==> src/rtl/fetch_unit.sv <==
// ---------------------------------------------------------------------------
// fetch_unit
//
// Instruction-fetch stage of the single-issue core. It holds the program
// counter and presents it to a combinational instruction memory. The word
// that comes back is registered into the IF/ID pipeline register for the
// decoder. The stage supports decode-side stalls and branch/jump redirects,
// which flush IF/ID. It halts permanently, until reset, on an illegal fetch
// address.
//
// Parameters
//   RESET_VECTOR      PC loaded on reset (must be word aligned)
//   MEMORY_SIZE       instruction memory size in bytes; PC >= size faults
//   NOP_INSTRUCTION   word held in IF/ID after reset or flush
//
// Ports
//   clk                in   rising-edge clock
//   reset              in   synchronous, active-low reset
//   imem_address       out  byte address to instruction memory (= PC)
//   imem_data          in   instruction word for imem_address (combinational)
//   stall              in   decoder cannot accept; hold PC and IF/ID
//   redirect_valid     in   taken branch/jump this cycle
//   redirect_target    in   new PC when redirect_valid is high
//   if_id_valid        out  IF/ID holds a real instruction
//   if_id_pc           out  address of if_id_instruction
//   if_id_pc_plus4     out  if_id_pc + 4 (mod 2^32)
//   if_id_instruction  out  fetched word
//   fetch_fault        out  unit halted on a bad address (sticky)
//   fault_address      out  address that caused the fault
//   fetch_count        out  instructions delivered, wraps at 2^32
// ---------------------------------------------------------------------------
module fetch_unit #(
   parameter logic [31:0] RESET_VECTOR    = 32'h0000_0000,
   parameter logic [31:0] MEMORY_SIZE     = 32'd1024,
   parameter logic [31:0] NOP_INSTRUCTION = 32'h0000_0013
) (
   input  logic        clk,
   input  logic        reset,
   output logic [31:0] imem_address,
   input  logic [31:0] imem_data,
   input  logic        stall,
   input  logic        redirect_valid,
   input  logic [31:0] redirect_target,
   output logic        if_id_valid,
   output logic [31:0] if_id_pc,
   output logic [31:0] if_id_pc_plus4,
   output logic [31:0] if_id_instruction,
   output logic        fetch_fault,
   output logic [31:0] fault_address,
   output logic [31:0] fetch_count
);

   typedef enum logic {
      FETCH  = 1'b0,
      HALTED = 1'b1
   } state_t;

   state_t      state_reg;
   logic [31:0] pc_reg;
   logic        target_bad;
   logic        pc_bad;

   // The memory reads straight from the PC register, so the address is
   // stable for the whole cycle and the returned word is captured on the
   // next edge.
   assign imem_address = pc_reg;

   // A redirect target must be word aligned and inside the memory. The
   // sequential PC is always aligned, so only its range needs checking.
   assign target_bad = (redirect_target[1:0] != 2'b00) ||
                       (redirect_target >= MEMORY_SIZE);
   assign pc_bad     = (pc_reg >= MEMORY_SIZE);

   always_ff @(posedge clk) begin
      if (!reset) begin
         state_reg         <= FETCH;
         pc_reg            <= RESET_VECTOR;
         if_id_valid       <= 1'b0;
         if_id_pc          <= 32'h0;
         if_id_pc_plus4    <= 32'h0;
         if_id_instruction <= NOP_INSTRUCTION;
         fetch_fault       <= 1'b0;
         fault_address     <= 32'h0;
         fetch_count       <= 32'h0;
      end else begin
         case (state_reg)
            FETCH: begin
               if (redirect_valid) begin
                  // A redirect overrides a simultaneous stall: the
                  // instruction sitting in IF/ID belongs to the wrong path
                  // whether or not the decoder could take it.
                  if (target_bad) begin
                     state_reg         <= HALTED;
                     fetch_fault       <= 1'b1;
                     fault_address     <= redirect_target;
                     if_id_valid       <= 1'b0;
                     if_id_instruction <= NOP_INSTRUCTION;
                  end else begin
                     pc_reg            <= redirect_target;
                     if_id_valid       <= 1'b0;
                     if_id_instruction <= NOP_INSTRUCTION;
                  end
               end else if (!stall) begin
                  if (pc_bad) begin
                     state_reg         <= HALTED;
                     fetch_fault       <= 1'b1;
                     fault_address     <= pc_reg;
                     if_id_valid       <= 1'b0;
                     if_id_instruction <= NOP_INSTRUCTION;
                  end else begin
                     if_id_pc          <= pc_reg;
                     if_id_pc_plus4    <= pc_reg + 32'd4;
                     if_id_instruction <= imem_data;
                     if_id_valid       <= 1'b1;
                     pc_reg            <= pc_reg + 32'd4;
                     fetch_count       <= fetch_count + 32'd1;
                  end
               end
               // Stall without redirect: everything holds.
            end
            HALTED: begin
               // Frozen until reset; stall and redirect are ignored.
            end
            default: state_reg <= HALTED;
         endcase
      end
   end

endmodule

==> config.mk <==
export PLATFORM = sky130hd
export DESIGN_NAME = fetch_unit
export DESIGN_NICKNAME = d
export VERILOG_FILES = /design/src/rtl/fetch_unit.sv
export SDC_FILE = /design/constraint.sdc
export NUM_CORES = 1
export LEC_CHECK = 0
export BUFFER_PORTS_ARGS = -buffer_cell sky130_fd_sc_hd__buf_2
export CAP_MARGIN = 20
export CORE_MARGIN = 2
export CORE_UTILIZATION = 35
export CTS_CLUSTER_DIAMETER = 50
export DETAILED_ROUTE_END_ITERATION = 8
export PLACE_DENSITY_LB_ADDON = 0.3
export SYNTH_ARGS = -nofsm -noshare
export SYNTH_HDL_FRONTEND = slang
export SYNTH_SLANG_ARGS = --single-unit
==> constraint.sdc <==
create_clock -name clk -period 2.2 [get_ports clk]
set_clock_uncertainty 0.05 [all_clocks]
set_input_delay 0.11 -clock clk [delete_from_list [all_inputs] [get_ports clk]]
set_output_delay 0.11 -clock clk [all_outputs]
set_load 0.05 [all_outputs]
==> flow_metrics.tcl, run 1 <==
set metrics [dict create \
    gp_congestion 0.878 \
    end_kind "flop" \
    worst_pin_slew_ns 0.486 \
    num-nets-final 1167 \
    cts_root_buf "clkbuf_16" \
    grt_pass1_wl_mm 36.6 \
    cts_sinks 193 \
    final_common_cell "buf_2" \
    clock_latency_ns 0.43 \
    ir_worst_vdd_uv 499 \
    avgSynthCellArea_um2 9.47 \
    synth_warnings 0 \
    rrSetupSlack_ns 0.08 \
    cts_setup_buffers 0 \
    power-per-cell-area_nw_per_um2 753 \
    path_max_fanout 6 \
    synth-main-ff-cell "dfxtp_1" \
    syn-num-nets 863 \
    crit_slowest_cell "or4_1" \
    antenna_found_initial 1 \
    worstPathArrival_ns 2.44 \
    slew_violations 0 \
    fin_util 0.500 \
    htreeDepth 4 \
    syn_to_final_growth_pct 40.2 \
    yosysSeqAreaShare 0.515 \
    routedWlPerCell_um 17.0 \
    fin_cells 1385 \
    holdWs_ns 0.0289 \
    synth_edf_count 0 \
    first_global_vias 6796 \
    drtIter0Drc 496 \
    ys_seq_elements 193 \
    multiInputGateArea_um2 3420 \
    grt.total_usage 0.205 \
    crit-reg2reg-capture "fetch_count[21]$_SDFFE_PN0P_" \
    setup_viol 0 \
    cts_tree "done" \
    finalPower_uw 7920 \
    drc 0 \
    grt_max_degree 63 \
    clk_pin_slew_ns 0.08 \
    ys_types 52 \
    die_area_um2 22600 \
    firstDrtPassIters 5 \
    grt-ovfl-total 0 \
    required_ns 2.52 \
    fillCellCount 1961 \
    timing.final.crit_share 0.964 \
    io_pins 262 \
    max_cap_viol_count 0 \
    dp_cells 1302 \
    die_x_um 150 \
    status "completed" \
    async_flop_share 0 \
    clockBufferDepth 2 \
    drive_above_1_share 0.350 \
    finalHoldViolCount 0 \
    ff_latch_area_um2 3910 \
    fin_setup_tns_ns 0 \
    critPathBufInv 0 \
    fmax_ghz 0.471 \
    fp-row-count 53 \
    port_buffers 261 \
    relSlewSlack 0.676 \
    dp_hpwl_mm 16.2 \
    core_um2 21000 \
    layout_common_cells "buf_2 (261), dfxtp_1 (166), nand2_1 (63), nor2_1 (60), dlygate4sd3_1 (48)" \
    dieHeight_um 150 \
    via_per_inst 5.16 \
    period_minus_slack_ns 2.12 \
    min_path_type "in2reg" \
    wl_mm 23.6 \
    crit_chain "nor4_4 > nand4_4 > or3_4 > or4_1 > a21oi_2" \
    ant_nets 0 \
    reg2reg_depth 5 \
    netlist_area_um2 7500 \
    worst_r2r_startpoint "imem_address[24]$_SDFFE_PN0P_" \
    cts_made_buffers 17 \
    hold_depth 3 \
    min_to "fault_address[1]$_SDFFE_PN0P_" \
    vias 7147 \
    syn_inst 792 \
    cpPeakStageDelay_ns 0.53 \
    critPathTopFamily "simple AND/OR/NAND/NOR gates" \
    worstHoldStart "redirect_target[1]" \
    cp-start-kind "flop" \
    leakage_uw 0.00472 \
    initial_utilization 0.357 \
    crit_type "reg2reg" \
]
## worst max path at each step
stage,from,endpoint,slack (ns),depth (start not counted)
5_1_grt,imem_address[24]$_SDFFE_PN0P_,fetch_count[23]$_SDFFE_PN0P_,-0.004,5
3_5_place_dp,imem_address[14]$_SDFFE_PN0P_,fetch_count[25]$_SDFFE_PN0P_,-0.005,5
3_3_place_gp,imem_address[14]$_SDFFE_PN0P_,fetch_count[25]$_SDFFE_PN0P_,0.02,5
2_1_floorplan,imem_address[12]$_SDFFE_PN0P_,fetch_count[25]$_SDFFE_PN0P_,0.003,6
4_1_cts,imem_address[12]$_SDFFE_PN0P_,fetch_count[15]$_SDFFE_PN0P_,0.03,5
6_report,imem_address[24]$_SDFFE_PN0P_,fetch_count[21]$_SDFFE_PN0P_,0.08,5
## what timing repair did
item / 4_1_cts / 5_1_grt
hold buffers: 48 / 0
endpoints found under the setup margin: 6 / 26
cloned: 0 / 2
hold endpoints to repair: 48 / 0
pin swaps: 0 / 5
resized for setup: 1 / 6
## cell families after synthesis
family | synth area share
compound gates | 0.163
xor+xnor | 0.0210
fa+ha+maj | 0.00500
buf+inv | 0.0414
flops | 0.515
mux | 0.0467
simple gates | 0.208
## where the power goes
part / total (uW) / switching (uW) / leakage [uW] / internal, uW
Clock: 3190 / 1440 / 0.000296 / 1750
Combinational: 1090 / 732 / 0.00284 / 359
Sequential: 3630 / 54.1 / 0.00158 / 3580
## layer usage
metal,up-vias,share of wire,GRT usage
met5,-,0,0
met4,0,0.018,0.0670
met3,26,0.073,0.0570
met2,235,0.44,0.310
met1,3371,0.46,0.281
li1,3515,-,-
## synth_stat cells (2+ instances only)
cell type / number / area [um2]
o311a_1: 2 / 20.0
buf_2: 5 / 25.0
and4_1: 4 / 35.0
nor4_1: 16 / 100
nor3b_1: 21 / 158
or3_1: 5 / 31.3
clkbuf_1: 61 / 229
buf_4: 2 / 15.0
ha_1: 3 / 37.5
o31ai_1: 11 / 82.6
mux2i_1: 35 / 350
nand2b_1: 4 / 25.0
and2_1: 4 / 25.0
a21oi_1: 36 / 180
o31a_1: 2 / 17.5
nand2_1: 63 / 236
buf_1: 2 / 7.51
a221o_1: 2 / 20.0
xnor2_1: 16 / 140
nor3_1: 11 / 55.1
nand3_1: 18 / 90.1
xor2_1: 2 / 17.5
a22o_1: 4 / 35.0
a211oi_1: 37 / 278
nand4_1: 8 / 50.1
or4_1: 11 / 82.6
and3_1: 47 / 294
nor4_4: 3 / 63.8
o22ai_1: 5 / 31.3
clkinv_1: 2 / 7.51
o21ai_0: 10 / 50.1
a31oi_1: 32 / 200
a22oi_1: 28 / 210
o21a_1: 4 / 30.0
a21o_1: 2 / 15.0
nor4b_1: 2 / 17.5
inv_1: 4 / 15.0
dfxtp_1: 193 / 3860
nor2_1: 62 / 233
## cell type report
cell class	instances	share of cell area
timing repair buffer	354	0.210
multi-input combinational	524	0.325
inverter	6	0.00238
tap	275	0.0327
clock inverter	13	0.0159
sequential	193	0.371
clock buffer	19	0.0421
antenna	1	0.000238
## stage by stage
step	setup WS, ns	cell area [um2]
detailed placement	-0.00532	9380
global route	-0.00412	10500
global placement	0.0154	9380
finish	0.0787	10500
floorplan	0.00303	7570
CTS	0.0326	10500
## worst min-delay path: stages
cell and delay (ns):
buf_2 0.11, mux2i_1 0.14, a211oi_1 0.09
(Power assumes the default switching activity.)
==> run 2: changes to the inputs <==
--- a/config.mk
+++ b/config.mk
@@ -17 +17,2 @@
 export SYNTH_SLANG_ARGS = --single-unit
+export TNS_END_PERCENT = 5
==> constraint.sdc (replaced) <==
create_clock -name clk -period 2.2 [get_ports clk]
set_clock_uncertainty 0.05 [all_clocks]
set_input_delay 0.55 -clock clk [delete_from_list [all_inputs] [get_ports clk]]
set_output_delay 0.55 -clock clk [all_outputs]
set_load 0.05 [all_outputs]
==> run 2 against run 1 <==
Worst setup slack got worse by 0.050 ns. Final area shrank 2.3%. Combinational power down 4%. Register-to-register slack lost 0.05 ns. Highest routed layer unchanged. Routed wire length is 2.1% lower. Worst hold slack gained 0.27 ns. Critical endpoint is now fetch_count[13]$_SDFFE_PN0P_. Fmax decreased by 2.3%. Clock power is 7.2% lower. Critical path type unchanged. Critical path depth is 2 higher.
==> flow_metrics.tcl, run 2 (synthesized netlist as in run 1, its figures left out) <==
set metrics [dict create \
    status "completed" \
    grt_pass1_wl_mm 35.9 \
    crit_type "reg2reg" \
    path_max_fanout 7 \
    fin_util 0.489 \
    via_per_inst 5.17 \
    required_ns 2.52 \
    place_area_um2 9620 \
    setup_ws_ns 0.0285 \
    cts_root_buf "clkbuf_16" \
    dieHeight_um 150 \
    multiInputGateArea_um2 3430 \
    gp_congestion 0.849 \
    min_path_type "in2reg" \
    rsz0062_at_grt "true" \
    clk_pin_slew_ns 0.07 \
    worstHoldStart "imem_data[4]" \
    worst_pin_slew_ns 0.445 \
    num-nets-final 1153 \
    vias 7078 \
    end_kind "flop" \
    max_cap_viol_count 0 \
    dp_hpwl_mm 16.4 \
    initial_utilization 0.357 \
    crit_slowest_cell "or3_4" \
    final_common_cell "buf_2" \
    relSlewSlack 0.702 \
    dpl_worst_slack_ns -0.177 \
    slew_violations 0 \
    worst_r2r_startpoint "imem_address[31]$_SDFFE_PN0P_" \
    finalPower_uw 7650 \
    clock_latency_ns 0.43 \
    timing.final.crit_share 0.987 \
    fp-row-count 53 \
    ff_latch_area_um2 3890 \
    cts_hold_buf 0 \
    startpoint "imem_address[31]$_SDFFE_PN0P_" \
    io_pins 262 \
    core_um2 21000 \
    final_area_um2 10300 \
    first_global_vias 6474 \
    holdWs_ns 0.300 \
    cp-start-kind "flop" \
    power-per-cell-area_nw_per_um2 745 \
    critPathTopFamily "simple AND/OR/NAND/NOR gates" \
    ant_nets 0 \
    drive_above_1_share 0.384 \
    routedWlPerCell_um 16.9 \
    cts_made_buffers 17 \
    crit_chain "nor4_4 > nand4_4 > or3_4 > buf_6 > buf_4 > or3_1 > a21oi_2" \
    die_x_um 150 \
    drc 0 \
    port_buffers 261 \
    firstDrtPassIters 6 \
    cts_tree "done" \
    syn_to_final_growth_pct 37.0 \
    ir_worst_vdd_uv 527 \
    drtIter0Drc 362 \
    fmax_ghz 0.461 \
    leakage_uw 0.00468 \
    cts_sinks 193 \
    antenna_found_initial 0 \
    worstPathArrival_ns 2.49 \
    htreeDepth 4 \
    cpPeakStageDelay_ns 0.47 \
    grt_max_degree 63 \
    critPathBufInv 2 \
    fillCellCount 2023 \
    grt-ovfl-total 0 \
    setup_viol 0 \
    die_area_um2 22600 \
    wl_mm 23.1 \
    clockBufferDepth 2 \
    grt.total_usage 0.200 \
    finalHoldViolCount 0 \
    antennaDiodeCount 0 \
    period_minus_slack_ns 2.17 \
    layout_common_cells "buf_2 (261), dfxtp_1 (172), buf_4 (70), nor2_1 (61), nand2_1 (60)" \
]
## run 2: what timing repair did
| item | in CTS | in global routing |
|---|---|---|
| buffers inserted | 0 | 4 |
| pin swaps | 0 | 11 |
| setup endpoints to repair | 48 | 21 |
| resized for setup | 4 | 14 |
## run 2: metal layers
layer / global-route usage / share of wire / vias up
met5: 0 / 0 / -
met4: 0.0613 / 0.015 / 0
met3: 0.0494 / 0.067 / 19
met2: 0.303 / 0.46 / 209
met1: 0.281 / 0.46 / 3369
li1: - / - / 3481
## run 2: path summary, 6_finish.rpt
check	endpoint	slack (ns)	cells after the start
max	fetch_count[13]$_SDFFE_PN0P_	0.03	7
min	if_id_instruction[4]$_SDFFE_PN1P_	0.30	3
max reg2reg	fetch_count[13]$_SDFFE_PN0P_	0.03	7
min reg2reg	if_id_instruction[31]$_SDFFE_PN0P_	0.40	2
## run 2: through the flow
step                      setup TNS, ns  instances
after floorplan                  -0.320        792
after global placement            -7.98       1334
after detailed placement         -11.60       1334
after CTS                             0       1366
after global routing             -0.196       1370
final                                 0       1370
## run 2: report_power, final
part / internal [uW] / total (uW) / leakage, uW / switching [uW]
clock network: 1490 / 2960 / 0.000271 / 1470
logic: 328 / 1050 / 0.00283 / 724
registers: 3590 / 3640 / 0.00158 / 52.7
## run 2: worst register-to-register path: cells and delay by family (launching register included)
kind            cells  cell delay (ns)
buf+inv             2             0.29
compound gates      1             0.11
simple gates        4             1.33
flops               1             0.35
## run 2: area by class of cell
class / count / area share
multi-input combinational: 522 / 0.334
clock buffer: 18 / 0.0418
tap: 275 / 0.0335
inverter: 6 / 0.00244
timing repair buffer: 342 / 0.198
clock inverter: 14 / 0.0122
sequential: 193 / 0.379
